==> src/rtl/logic_unit_pipe.sv <==
// WIDTH-bit 8-opcode bitwise unit with multi-beat frame fold; LOGIC_XCHECK_EN adds out_xz X/Z tracking.
// Latency 2 cycles accept-to-out_valid; 1 beat/cycle; whole pipe stalls while out_valid && !out_ready.
module logic_unit_pipe #(
    parameter int WIDTH = 8,
    parameter int CNT_W = 4
) (
    input  logic             clk,
    input  logic             rst_n,
    input  logic             in_valid,
    output logic             in_ready,
    input  logic [WIDTH-1:0] in_a,
    input  logic [WIDTH-1:0] in_b,
    input  logic [2:0]       in_op,
    input  logic             in_acc,
    input  logic             in_last,
    output logic             out_valid,
    input  logic             out_ready,
    output logic [WIDTH-1:0] out_data,
    output logic [CNT_W-1:0] out_beats,
    output logic             out_abort
`ifdef LOGIC_XCHECK_EN
    ,
    output logic             out_xz
`endif
);

    function automatic logic [WIDTH-1:0] op_eval(input logic [2:0] op,
                                                 input logic [WIDTH-1:0] a,
                                                 input logic [WIDTH-1:0] b);
        case (op)
            3'd0:    return a & b;
            3'd1:    return a | b;
            3'd2:    return ~(a & b);
            3'd3:    return ~(a | b);
            3'd4:    return a ^ b;
            3'd5:    return ~(a ^ b);
            3'd6:    return ~a;
            default: return a;
        endcase
    endfunction

    // The frame's first opcode selects the reduction; NOT/PASS frames keep the newest beat.
    function automatic logic [WIDTH-1:0] fold_eval(input logic [2:0] fop,
                                                   input logic [WIDTH-1:0] acc,
                                                   input logic [WIDTH-1:0] r);
        case (fop)
            3'd0, 3'd2: return acc & r;
            3'd1, 3'd3: return acc | r;
            3'd4, 3'd5: return acc ^ r;
            default:    return r;
        endcase
    endfunction

    logic             advance;
    logic             s1_vld, s1_acc, s1_last;
    logic [WIDTH-1:0] s1_r;
    logic [2:0]       s1_op;

    logic             frame_open, open_d;
    logic [WIDTH-1:0] acc_reg, acc_d, fold_val;
    logic [2:0]       fold_op, fop_d;
    logic [CNT_W-1:0] cnt, cnt_d, cnt_inc;

    logic             emit, emit_abort;
    logic [WIDTH-1:0] emit_val, emit_dat;
    logic [CNT_W-1:0] emit_cnt;

    assign in_ready = !out_valid || out_ready;
    assign advance  = in_ready;
    assign fold_val = fold_eval(fold_op, acc_reg, s1_r);
    assign cnt_inc  = (cnt == {CNT_W{1'b1}}) ? cnt : cnt + CNT_W'(1);

`ifdef LOGIC_XCHECK_EN
    logic [WIDTH-1:0] in_xm, s1_xm, acc_xm, xm_d, emit_xm, fold_xm;
    logic             acc_xz, xz_d, emit_xz, fold_xz;

    // Per-bit unknown mask: b only feeds the two-operand opcodes.
    always_comb begin
        for (int i = 0; i < WIDTH; i++) begin
            in_xm[i] = (in_a[i] === 1'bx) || (in_a[i] === 1'bz) ||
                       ((in_op < 3'd6) && ((in_b[i] === 1'bx) || (in_b[i] === 1'bz)));
        end
    end

    assign fold_xm  = (fold_op >= 3'd6) ? s1_xm : (acc_xm | s1_xm);
    assign fold_xz  = acc_xz | (|s1_xm);
    assign emit_dat = emit_val & ~emit_xm;
`else
    assign emit_dat = emit_val;
`endif

    always_ff @(posedge clk or negedge rst_n) begin
        if (!rst_n) begin
            s1_vld  <= 1'b0;
            s1_r    <= '0;
            s1_op   <= '0;
            s1_acc  <= 1'b0;
            s1_last <= 1'b0;
`ifdef LOGIC_XCHECK_EN
            s1_xm   <= '0;
`endif
        end else if (advance) begin
            s1_vld  <= in_valid;
            s1_r    <= op_eval(in_op, in_a, in_b);
            s1_op   <= in_op;
            s1_acc  <= in_acc;
            s1_last <= in_last;
`ifdef LOGIC_XCHECK_EN
            s1_xm   <= in_xm;
`endif
        end
    end

    always_comb begin
        emit       = 1'b0;
        emit_val   = s1_r;
        emit_cnt   = CNT_W'(1);
        emit_abort = 1'b0;
        open_d     = frame_open;
        acc_d      = acc_reg;
        fop_d      = fold_op;
        cnt_d      = cnt;
`ifdef LOGIC_XCHECK_EN
        emit_xm    = s1_xm;
        emit_xz    = |s1_xm;
        xm_d       = acc_xm;
        xz_d       = acc_xz;
`endif
        if (s1_vld) begin
            if (!s1_acc) begin
                // A plain beat arriving inside a frame discards that frame.
                emit       = 1'b1;
                emit_abort = frame_open;
                open_d     = 1'b0;
            end else if (!frame_open) begin
                if (s1_last) begin
                    emit = 1'b1;
                end else begin
                    open_d = 1'b1;
                    acc_d  = s1_r;
                    fop_d  = s1_op;
                    cnt_d  = CNT_W'(1);
`ifdef LOGIC_XCHECK_EN
                    xm_d   = s1_xm;
                    xz_d   = |s1_xm;
`endif
                end
            end else if (s1_last) begin
                emit     = 1'b1;
                emit_val = fold_val;
                emit_cnt = cnt_inc;
                open_d   = 1'b0;
`ifdef LOGIC_XCHECK_EN
                emit_xm  = fold_xm;
                emit_xz  = fold_xz;
`endif
            end else begin
                acc_d = fold_val;
                cnt_d = cnt_inc;
`ifdef LOGIC_XCHECK_EN
                xm_d  = fold_xm;
                xz_d  = fold_xz;
`endif
            end
        end
    end

    always_ff @(posedge clk or negedge rst_n) begin
        if (!rst_n) begin
            frame_open <= 1'b0;
            acc_reg    <= '0;
            fold_op    <= '0;
            cnt        <= '0;
`ifdef LOGIC_XCHECK_EN
            acc_xm     <= '0;
            acc_xz     <= 1'b0;
`endif
        end else if (advance) begin
            frame_open <= open_d;
            acc_reg    <= acc_d;
            fold_op    <= fop_d;
            cnt        <= cnt_d;
`ifdef LOGIC_XCHECK_EN
            acc_xm     <= xm_d;
            acc_xz     <= xz_d;
`endif
        end
    end

    always_ff @(posedge clk or negedge rst_n) begin
        if (!rst_n) begin
            out_valid <= 1'b0;
            out_data  <= '0;
            out_beats <= '0;
            out_abort <= 1'b0;
`ifdef LOGIC_XCHECK_EN
            out_xz    <= 1'b0;
`endif
        end else if (advance) begin
            out_valid <= emit;
            if (emit) begin
                out_data  <= emit_dat;
                out_beats <= emit_cnt;
                out_abort <= emit_abort;
`ifdef LOGIC_XCHECK_EN
                out_xz    <= emit_xz;
`endif
            end
        end
    end

endmodule

==> config.mk <==
export PLATFORM = sky130hd
export DESIGN_NAME = logic_unit_pipe
export DESIGN_NICKNAME = d
export VERILOG_FILES = /design/src/rtl/logic_unit_pipe.sv
export SDC_FILE = /design/constraint.sdc
export NUM_CORES = 1
export LEC_CHECK = 0
export CAP_MARGIN = 20
export CORE_ASPECT_RATIO = 1.4
export CORE_MARGIN = 1.5
export CORE_UTILIZATION = 56
export DETAILED_ROUTE_END_ITERATION = 10
export PLACE_DENSITY = 0.81
export SYNTH_ARGS = -nofsm -noshare
export SYNTH_HDL_FRONTEND = slang
export SYNTH_SLANG_ARGS = --single-unit
==> constraint.sdc <==
create_clock -name clk -period 1.65 [get_ports clk]
set_clock_uncertainty 0.1 [all_clocks]
set_input_delay 0.165 -clock clk [delete_from_list [all_inputs] [get_ports clk]]
set_output_delay 0.165 -clock clk [all_outputs]
set_load 0.05 [all_outputs]
======== Word level (Yosys, flattened, before mapping) ========
Index checks and enable logic that the tools add are counted.
operators by class
  add/sub/neg operators ................... 1
  $mul .................................... 0
  divide/modulo/power cells ............... 0
  magnitude comparators ................... 0
  eq/ne operators ......................... 12
  shift-type cells ........................ 0
  mux-type cells .......................... 24
  bitwise operators ....................... 12
  reduce and logical (&&, ||, !) cells .... 11
operators with widths
  operator               number
  $mux W8                7
  $pmux W8 S7            1
  $mux W4                8
  $not A8 Y8             4
  $pmux W8 S3            1
  $and A8 B8 Y8          2
  $or A8 B8 Y8           2
  $xor A8 B8 Y8          2
  $eq A3 B3 Y1 const B   5
  $eq A3 B2 Y1 const B   4
  $mux W1                7
  $eq A3 B1 Y1 const B   2
  $logic_not A3 Y1       2
  $reduce_or A2 Y1       3
  $reduce_and A5 Y1      1
  $add A4 B1 Y4 const B  1
  $eq A4 B4 Y1 const B   1
  $reduce_and A2 Y1      2
  $reduce_and A4 Y1      1
  $not A1 Y1             2
  $logic_not A1 Y1       1
  $logic_or A1 B1 Y1     1
storage, ports and cells
  register bits after elaboration ......... 44
  bits in latches ......................... 0
  memory bits (writable) .................. 0
  memory bits (read-only) ................. 0
  bits of input ports ..................... 25
  output and inout port bits .............. 15
  word-level logic and storage cells ...... 73
  memories ................................ 0

======== Depth between registers and ports, before layout ========
  depth after elaboration ................. 7
  mapped depth ............................ 6
  mapped depth without buffers ............ 6

======== Worst setup path after synthesis ========
Ideal clock, no wire load.
  path kind ............................... register -> register
  from .................................... register out_valid
  to ...................................... register s1_acc
  library setup time ...................... 0.117 ns
  arrival time ............................ 1.594 ns
  required time ........................... 1.433 ns
  slack ................................... -0.161 ns
  cell stages (with the launch flop) ...... 7
  buffers on the path ..................... 2
  period minus slack after synthesis ...... 1.811 ns
  path through ............................ dfrtp_1 nor2b_1 inv_1 buf_2 buf_2 nand2_1 nand2_1
on the way
  word-level cells in the longest chain between the ends .. 2
ends and longest elaborated chain
  item                    RTL line  text
  start, declared         16        output logic out_valid,
  start signal, assigned  200       out_valid <= emit;
  $logic_not A1 Y1        68        assign in_ready = !out_valid || out_ready;
  $logic_or A1 B1 Y1      68
  via in_ready            10        output logic in_ready,
  end signal, assigned    106       s1_acc <= in_acc;
  end, declared           55        logic s1_vld, s1_acc, s1_last;
The timed path passes the listed nets, and every way through them passes these cells.
A chain may end at the register's enable or synchronous reset.

======== Worst setup path in the final report ========
  from .................................... input port in_op[2]
  to ...................................... register s1_r[4]
on the way
  word-level cells in the longest chain between the ends .. 2
  elaborated cells between the ends (all ways) .. 8
  those cells by class .................... eq/ne: 6; mux: 1; reduce/logical: 1
ends and longest elaborated chain
  item                                  RTL line  text
  start, declared                       13        input logic [2:0] in_op,
  $eq A3 B3 Y1 (tied with other cells)  30        case (op)
  $pmux W8 S7 *                         30
  end signal, assigned                  104       s1_r <= op_eval(in_op, in_a, in_b);
  end, declared                         56        logic [WIDTH-1:0] s1_r;
Mark *: on every way between the ends. The rest lies on a longest branch, timed or not.

==> flow_summary.toml <==
[run_status]
outcome = "finished clean"

[layout]
antenna-diode-count = 0
fillCellCount = 376
seq_area_mm2 = 0.001105
finish.net_count = 485
multi_input_logic_area_mm2 = 0.001858
fin_cells = 494
postLayoutCoreUtil_pct = 76.85
layout-area-overhead-vs-synth_pct = 30.15
post_route_cells_drive_above_1_share_pct = 24.30

[routing]
drt-vias-per-instance = 5.676
drt.antenna.violating_nets = 0
dr.first_iter.drc_count = 191
post-route-drc-count = 0
detail_route.first_pass.iterations = 5
vias = 2804
wirelength_mm = 7.118
drt-wirelength-per-cell_um = 14.41

[synthesis]
count_of_different_cell_masters_after_synthesis = 44
ys_ff_latch = 44
syn_nets = 413
netlist_instances = 355
syn-mean-instance-area_um2 = 8.709
synth.cell_area_mm2 = 0.003092
synth.yosys.seq_area_share_pct = 35.61
count_of_warnings_emitted_by_yosys = 0

[grt]
vias_in_the_first_global_route = 2833
grt_pass1_wl_mm = 12.20
overflow = 0
gr-usage-all-layers_pct = 25.44
antenna_found_initial = 0
largest_net_degree_at_the_start_of_global_routing = 45

[hold_path]
holdPathEnd = "s1_r[5]"
worst_hold_startpoint = "in_a[5]"
min_path_cells = 4
min-delay-path-class = "in -> reg"

[placed_design]
hpwl_mm = 5.217
place_inst = 483
port_buffers = 39
place_congestion = 0.7929

[critical_path]
critPathKind = "in -> reg"
critical_path.reg2reg.endpoint = "acc_reg[3]"
cp.required_ns = 1.78
critPathSlowestCell = "sky130_fd_sc_hd__clkdlybuf4s50_1"
timing.critical_path.arrival_ns = 1.71
endpoint_kind = "flip-flop"
timing.reg2reg.worst_path_depth = 5
crit_fanout = 6
regToRegStartpoint = "frame_open"
ff2ff_setup_slack_ns = 0.08
setup.worst_path.start_class = "primary input"
cp_slowest_stage_delay_ns = 0.58
chain_of_cells_forming_the_critical_path = "clkdlybuf4s50_1, buf_4, mux2_2, o21ai_0, mux2i_1, o22ai_1"

[timing]
portion_of_the_clock_cycle_consumed_by_the_worst_path_in_the_final_layout_pct = 95.79
whs_ns = 0.2076
final.min_clock_period_ns = 1.580
rsz0062_at_grt = "false"
fmaxAchievable_ghz = 0.6327
timing.final.hold_violations = 0
report.final.setup_viol = 0
max_slew_margin_pct = 63.43
final_max_slew_viol_count = 0
tightestPinTransition_ns = 0.5485

[floorplan]
core_mm2 = 0.005236
dieHeight_um = 90.92
initial_core_util_pct = 59.04
ios = 40
die_w_um = 65.80
die_area_mm2 = 0.005982
rows = 31

[flow_run]
max-cap-violations = 0

[clocking]
cts_root_buffer = "sky130_fd_sc_hd__clkbuf_8"
worst_skew_late_latency_ns = 0.30
clock_tree.htree_level_count = 2
cts_tree = "done"
numCtsBuffers = 5
clock_sink_count = 44
clock_path_buffers = 2
cts.clk_slew.worst_paths_ns = 0.08

[power]
proportion_of_power_drawn_by_flip_flops_and_latches_pct = 34.8
internal_power_mw = 3.074
combinational_cell_fraction_of_total_power_pct = 50.3
power.net_switching_mw = 2.422
power_switching_share_pct = 44.07
power_density_mw_per_mm2 = 1366
p_clk_share_pct = 14.9
power_leakage_nw = 1.986
peakVddDrop_mv = 0.8005
## cell usage after synthesis (all sizes together)
library cell	count	area share [%]
dfrtp	44	36
o21ai	41	6.6
nand2	40	4.9
inv	35	4.2
ha	33	13
nor2	22	2.7
o22ai	20	4.0
buf	14	2.7
o31ai	11	2.7
a21oi	9	1.6
mux2	8	2.9
nor2b	8	1.6
and2	7	1.4
mux2i	7	2.3
clkbuf	6	0.73
nand2b	5	1.0
a211o	4	1.1
a221oi	4	1.1
nand3	4	0.65
o221ai	4	1.1
xnor2	4	1.1
nor3b	3	0.73
a211oi	2	0.49
a21boi	2	0.49
a22o	2	0.57
nand4	2	0.61
nor3	2	0.32
a21o	1	0.24
a221o	1	0.32
a31oi	1	0.20
and3	1	0.20
clkinv	1	0.12
mux4	1	0.73
nand3b	1	0.24
o21a	1	0.24
o21bai	1	0.24
o311ai	1	0.28
o32ai	1	0.28
or2	1	0.20
## kinds of logic (layout without fill, tap and decap cells)
| family | after synthesis | after routing | share of synthesized area (%) |
|---|---|---|---|
| flip-flops | 44 | 44 | 35.61 |
| buffers and inverters | 56 | 129 | 7.770 |
| AND/OR/NAND/NOR | 96 | 96 | 14.53 |
| multiplexers | 16 | 16 | 5.909 |
| XOR/XNOR | 4 | 4 | 1.133 |
| adder cells (fa/ha/maj) | 33 | 33 | 13.36 |
| AO/OA/AOI/OAI | 106 | 106 | 21.69 |
## worst max path at each step
stage                         start        to  slack, ns  cells after the start
after floorplan           out_valid    cnt[1]       0.02                      6
after global placement      in_a[0]   s1_r[0]      -0.35                      6
after detailed placement    in_a[0]   s1_r[0]      -0.39                      6
after CTS                 out_valid  in_ready      0.002                      4
after global routing       in_op[1]   s1_r[7]      0.002                      6
final                      in_op[2]   s1_r[4]       0.07                      6
## worst max-delay path, delay by kind of cell
kind | cells | cell delay, ns
AOI/OAI and AO/OA | 2 | 0.30
muxes | 2 | 0.46
buffers and inverters | 2 | 0.77
## metrics by stage
| step | instance area [um2] | power (mW) | setup WS (ns) | setup TNS (ns) |
|---|---|---|---|---|
| floorplan | 3100 | 3.628 | 0.01832 | 0 |
| global placement | 3759 | 4.360 | -0.3521 | -2.161 |
| detailed placement | 3759 | 4.480 | -0.3852 | -2.734 |
| CTS | 3905 | 5.313 | 0.001967 | 0 |
| global route | 4024 | 5.896 | 0.001873 | 0 |
| finish | 4024 | 5.497 | 0.06953 | 0 |
## final cells by class
class                      count  share of cell area (%)
clock buffer                   6                   1.803
clock inverter                 2                  0.8706
inverter                      36                   3.358
multi-input combinational    255                   46.18
sequential                    44                   27.46
tap                           66                   2.052
timing repair buffer          85                   18.28
## cells in the final DEF, fill, tap and decap left out, drive strengths merged, types with 2 or more instances in the layout
cell type      netlist  routed
clkbuf               6       6
a211oi               2       2
a221oi               4       4
clkinv               1       2
dlymetal6s2s         0       7
dfrtp               44      44
nor2b                8       8
nand2               40      40
o31ai               11      11
inv                 35      35
buf                 14      61
mux2i                7       7
nor3                 2       2
xnor2                4       4
a211o                4       4
nor3b                3       3
and2                 7       7
mux2                 8       8
nor2                22      22
o221ai               4       4
a22o                 2       2
a21oi                9       9
a21boi               2       2
nand3                4       4
ha                  33      33
clkdlybuf4s50        0      15
nand4                2       2
nand2b               5       5
o21ai               41      41
o22ai               20      20
## routing by layer
layer	track usage [%]	part of all wire [%]	wire, um
met1	30.55	41	2946
met2	44.95	54	3819
met3	2.993	3.3	238
met4	10.07	1.6	115
met5	0	0	0
## power by group through the flow
stage	sequential [mW]	combinational (mW)	clock (mW)
after detailed placement	1.90	2.58	0
after CTS	1.88	2.60	0.826
after global placement	1.89	2.47	0
final	1.91	2.76	0.817
after floorplan	2.20	1.42	0
after global routing	1.98	3.05	0.864
## timing repair
action,in CTS,in global routing
hold buffers,1,0
endpoints found under the hold margin,44,0
buffers inserted,1,1
resized for setup,4,35
pin swaps,2,13
endpoints found under the setup margin,2,24
No activity file was read; power rests on OpenSTA's default activity.
